--- src/rtl/pe_acc_pipe.sv ---
// pe_acc_pipe: sums LANES signed products per beat in a registered adder tree, then accumulates beats into per-group totals.
// Latency: log2(LANES)+1 cycles from acceptance of a last beat to out_valid (input register, log2(LANES) tree levels, accumulate).
// Backpressure: in_ready drops while a result waits unaccepted; every stage and the accumulator freeze. Macro PE_ACC_SAT_EN clamps instead of truncating.
module pe_acc_pipe #(
  parameter int LANES = 32,
  parameter int IN_W  = 32,
  parameter int ACC_W = 48,
  parameter int OUT_W = 32
) (
  input  logic                  clk,
  input  logic                  rst,
  input  logic [LANES*IN_W-1:0] mult_result,
  input  logic                  in_valid,
  input  logic                  in_last,
  output logic                  in_ready,
  output logic [OUT_W-1:0]      acc_result,
  output logic [15:0]           acc_beats,
  output logic                  acc_sat,
  output logic                  out_valid,
  input  logic                  out_ready
);
  localparam int LEVELS = $clog2(LANES);

  // The whole pipe moves only when the output register can take a new result.
  logic adv;
  assign in_ready = !(out_valid && !out_ready);
  assign adv      = in_ready;

  // Level 0 is the registered input beat; level l holds LANES>>l partial sums, each IN_W+l bits wide.
  for (genvar l = 0; l <= LEVELS; l++) begin : g_lvl
    localparam int N = LANES >> l;
    localparam int W = IN_W + l;
    logic [N*W-1:0] dat;
    logic           vld;
    logic           lst;
    if (l == 0) begin : g_in
      // Capture the offered beat; a bubble enters the pipe with vld low.
      always_ff @(posedge clk) begin
        if (rst) begin
          vld <= 1'b0;
          lst <= 1'b0;
        end else if (adv) begin
          vld <= in_valid;
          lst <= in_valid && in_last;
          dat <= mult_result;
        end
      end
    end else begin : g_add
      // Pairwise add of the previous level, each operand sign-extended by one bit so no carry is lost.
      always_ff @(posedge clk) begin
        if (rst) begin
          vld <= 1'b0;
          lst <= 1'b0;
        end else if (adv) begin
          vld <= g_lvl[l-1].vld;
          lst <= g_lvl[l-1].lst;
          for (int k = 0; k < N; k++) begin
            dat[k*W +: W] <= W'($signed(g_lvl[l-1].dat[(2*k)*(W-1) +: W-1]))
                           + W'($signed(g_lvl[l-1].dat[(2*k+1)*(W-1) +: W-1]));
          end
        end
      end
    end
  end

  logic                    top_vld;
  logic                    top_lst;
  logic signed [ACC_W-1:0] acc;
  logic signed [ACC_W-1:0] acc_sum;
  logic [15:0]             beat_cnt;
  logic [15:0]             beat_nxt;
  logic [OUT_W-1:0]        res_nxt;
  logic                    sat_nxt;

  assign top_vld = g_lvl[LEVELS].vld;
  assign top_lst = g_lvl[LEVELS].lst;

  // Running total including the beat now leaving the tree (wraps modulo 2^ACC_W), and its saturating beat count.
  always_comb begin
    acc_sum  = acc + ACC_W'($signed(g_lvl[LEVELS].dat));
    beat_nxt = (beat_cnt == 16'hFFFF) ? beat_cnt : beat_cnt + 16'd1;
  end

`ifdef PE_ACC_SAT_EN
  localparam logic signed [ACC_W-1:0] SAT_MAX = {{(ACC_W-OUT_W+1){1'b0}}, {(OUT_W-1){1'b1}}};
  localparam logic signed [ACC_W-1:0] SAT_MIN = ~SAT_MAX;

  // Clamp the full-width total into the signed OUT_W range and flag when clipping happened.
  always_comb begin
    res_nxt = acc_sum[OUT_W-1:0];
    sat_nxt = 1'b0;
    if (acc_sum > SAT_MAX) begin
      res_nxt = SAT_MAX[OUT_W-1:0];
      sat_nxt = 1'b1;
    end else if (acc_sum < SAT_MIN) begin
      res_nxt = SAT_MIN[OUT_W-1:0];
      sat_nxt = 1'b1;
    end
  end
`else
  // Plain truncation to the low OUT_W bits; never reports clipping.
  always_comb begin
    res_nxt = acc_sum[OUT_W-1:0];
    sat_nxt = 1'b0;
  end
`endif

  // Accumulate stage: add valid beats, close the group on last, hand the result to the output register.
  always_ff @(posedge clk) begin
    if (rst) begin
      acc        <= '0;
      beat_cnt   <= '0;
      out_valid  <= 1'b0;
      acc_result <= '0;
      acc_beats  <= '0;
      acc_sat    <= 1'b0;
    end else begin
      if (adv && top_vld) begin
        if (top_lst) begin
          acc        <= '0;
          beat_cnt   <= '0;
          acc_result <= res_nxt;
          acc_beats  <= beat_nxt;
          acc_sat    <= sat_nxt;
        end else begin
          acc      <= acc_sum;
          beat_cnt <= beat_nxt;
        end
      end
      // A completing group keeps out_valid high even while the old result is being taken.
      if (adv && top_vld && top_lst) begin
        out_valid <= 1'b1;
      end else if (out_ready) begin
        out_valid <= 1'b0;
      end
    end
  end

endmodule

--- config.mk ---
export PLATFORM = sky130hd
export DESIGN_NAME = pe_acc_pipe
export DESIGN_NICKNAME = d
export VERILOG_FILES = /design/src/rtl/pe_acc_pipe.sv
export SDC_FILE = /design/constraint.sdc
export NUM_CORES = 2
export LEC_CHECK = 0
export CAP_MARGIN = 5
export CORE_MARGIN = 2
export CORE_UTILIZATION = 55
export CTS_CLUSTER_DIAMETER = 40
export CTS_CLUSTER_SIZE = 8
export DETAILED_ROUTE_END_ITERATION = 10
export GPL_TIMING_DRIVEN = 0
export PLACE_DENSITY = 0.77
export SKIP_LAST_GASP = 1
export SLEW_MARGIN = 10
export SYNTH_ARGS = -nofsm -noshare
export SYNTH_HDL_FRONTEND = slang
export SYNTH_SLANG_ARGS = --single-unit
--- constraint.sdc ---
create_clock -name clk -period 305.9 [get_ports clk]
set_clock_uncertainty 0.05 [all_clocks]
set_input_delay 45.885 -clock clk [delete_from_list [all_inputs] [get_ports clk]]
set_output_delay 45.885 -clock clk [all_outputs]
set_load 0.05 [all_outputs]
==> impl_metrics.tcl <==
set metrics [dict create \
    seq_area_frac_synth_pct 55.8 \
    outcome "complete, no violations" \
    fmax_ghz 0.0107 \
    syn_area_per_cell_um2 12.4 \
    routed_wl_um 309000 \
    ys.flop_type "edfxtp_1" \
    synth.distinct_cells 96 \
    final_cell_mix "edfxtp_1 (2016), clkdlybuf4s50_1 (1078), ha_1 (993)" \
    cts.sinks 2125 \
    hold_buffers 0 \
    num_io_pins 1080 \
    yosys_warnings 0 \
    place_congestion 0.950 \
    ir_drop_mv 0.00779 \
    use_met3_pct 4.64 \
    dp_cells 12890 \
    first_pass_iters 8 \
    grt_pass1_vias 79912 \
    cts_buffers 377 \
    synthTopCellsByArea "edfxtp_1 (54%), ha_1 (11%), xnor2_1 (4.9%), a21oi_1 (3.7%), a21o_1 (3.6%)" \
    antenna_found_initial 114 \
    final_cell_area_mm2 0.139 \
    crit_type "input pin to output port" \
    required_ns 259.96 \
    drive_gt1_share_pct 6.06 \
    synthArstFlopShare_pct 0 \
    placed_cell_area_mm2 0.128 \
    ys_ff_latch 2125 \
    critPathBufInv 4 \
    synth.cell_area_mm2 0.112 \
    avgViaCountPerCell 5.92 \
    die_y_um 456 \
    via_count 80204 \
    cts.repair.resized 0 \
    fp.dieArea_mm2 0.208 \
    grt.busiest_layer "met2" \
    slowest_stage "clkdlybuf4s50_1" \
    clock_latency_ns 0.96 \
    clk_path_buf_depth 4 \
    crit_top_cell "clkdlybuf4s50_1" \
    fp.dieW_um 456 \
    ant_nets 0 \
    final_common_cell "edfxtp_1" \
    synthCells 9069 \
    p_leak_nw 54.8 \
    final_nets 12651 \
    drv_slew 0 \
    drc 0 \
    port_buffers 1078 \
    cts_tree "done" \
    grt_pass1_wl_um 463000 \
    overflow 0 \
    crit_path_start_kind "input pin" \
    powerDensity_mw_per_mm2 9.22 \
    htreeDepth 5 \
    finalSetupViolCount 0 \
    cp_max_fo 10 \
    row_count 165 \
    track_usage_pct 29.0 \
    hold_viol_final 0 \
    synth_fp_nets 11123 \
    final_cells 13552 \
    cp-end-kind "output port" \
    fin_setup_tns_ns 0 \
    worst_pin_slew_ns 1.14 \
    max_stage_delay_ns 0.89 \
    grt_max_degree 36 \
    maxCapViolations 0 \
    use_met2_pct 50.0 \
    path_cells "clkdlybuf4s50_1 > nor2b_1 > inv_1 > buf_1 > clkdlybuf4s50_1" \
    cts_root_buffer "clkbuf_16" \
    path_clk_slew_ns 0.04 \
    wire_per_inst_um 22.8 \
    holdCritPathClass "register to register" \
    use_met1_pct 34.3 \
    maxSlewHeadroom_pct 23.7 \
    drtIter0Drc 6521 \
    grt_setup_unrepaired "false" \
    postCtsSetupBuffers 0 \
    crit_family "buffers and inverters" \
    synth_top_area_share_pct 53.8 \
    area.growth.synth_to_final_pct 24.0 \
    finalCritPeriodShare_pct 30.7 \
    synth_edf_count 2016 \
    initial_core_util_pct 55.5 \
    crit_arrival_ns 47.86 \
    period_needed_ns 93.79 \
    synth_top_area_cell "edfxtp_1" \
    coreArea_mm2 0.203 \
    hpwlAfterDp_um 241000 \
]
[cells in the mapped netlist (74+ instances only)]
cell type and number:
a211oi_1 102, a21o_1 546, a21oi_1 839, a31oi_1 138
and2_1 80, and3_1 123, clkbuf_1 107, dfxtp_1 109
edfxtp_1 2016, ha_1 993, inv_1 207, nand2_1 494
nand2b_1 110, nand3_1 166, nor2_1 510, nor2b_1 90
nor3_1 97, o211ai_1 74, o21a_1 94, o21ai_0 410
o21bai_1 140, xnor2_1 634, xor2_1 292
[flip-flops by register name, indices dropped and copies added, names as in the netlist]
name        cells
g_lvl.dat    2016
acc            32
acc_result     32
acc_beats      16
beat_cnt       16
g_lvl.lst       6
g_lvl.vld       6
out_valid       1
[layout make-up]
class                   instances  area [µm²]
fillers                     14205       63400
flip-flops and latches       2125       62700
plain buffers                 117         445
repair buffers               1149       12300
inverters                     207         777
well taps                    2672        3340
multi-input cells            6620       48500
diodes                         87         218
clock inverters               141        1280
clock buffers                 434        9770
[kinds of logic (layout without fill, tap and decap cells)]
family	Yosys count	count (layout)	share of synthesized area, %
compound gates	2721	2721	15.7
flops	2125	2125	55.8
simple gates	1934	1934	8.42
fa+ha+maj	1025	1025	11.6
xor+xnor	926	926	7.21
buf+inv	324	2048	1.09
mux	13	13	0.117
other cells	1	88	0.00334
[report_power, final]
group	switching, W	leakage (nW)	internal [W]	total (W)
clock	0.000133	5.38	0.000240	0.000373
combinational	0.000279	28.8	0.000192	0.000472
sequential	0.0000301	20.6	0.000410	0.000440
[worst min-delay path, cell delays in order (launching register included)]
cell,delay (ns)
dfxtp_1,0.30
nand2_1,0.05
a21oi_1,0.05
[worst paths after layout]
kind | startpoint | to | slack (ns) | depth (start not counted)
worst max-delay path | out_ready | in_ready | 212.11 | 5
worst min-delay path | acc_result[3]$_SDFFE_PP0P_ | acc_result[3]$_SDFFE_PP0P_ | 0.40 | 2
worst max register to register | g_lvl[0].dat[96]$_DFFE_PP_ | g_lvl[1].dat[63]$_DFFE_PP_ | 301.67 | 11
worst min register to register | acc_result[3]$_SDFFE_PP0P_ | acc_result[3]$_SDFFE_PP0P_ | 0.40 | 2
[per-layer routing]
| metal | part of all wire, % | up-vias | wire length [µm] |
|---|---|---|---|
| met4 | 5.5 | 28 | 17100 |
| met5 | 0.055 | - | 170 |
| met1 | 39 | 38539 | 119000 |
| met3 | 5.6 | 763 | 17400 |
| li1 | - | 37973 | - |
| met2 | 50 | 2901 | 155000 |
[stage by stage]
| step | hold slack [ns] | setup slack [ns] | total power [W] | util [%] |
|---|---|---|---|---|
| 6_report | 0.400 | 212.11 | 0.00128 | 68.7 |
| 5_1_grt | 0.425 | 211.97 | 0.00135 | 68.7 |
| 4_1_cts | 0.403 | 212.11 | 0.00129 | 68.6 |
| 3_5_place_dp | 0.396 | 212.10 | 0.000909 | 63.2 |
| 3_3_place_gp | 0.391 | 142.76 | 0.000949 | 62.4 |
| 2_1_floorplan | 0.379 | 171.51 | 0.000792 | - |
No activity file was read; power rests on OpenSTA's default activity.
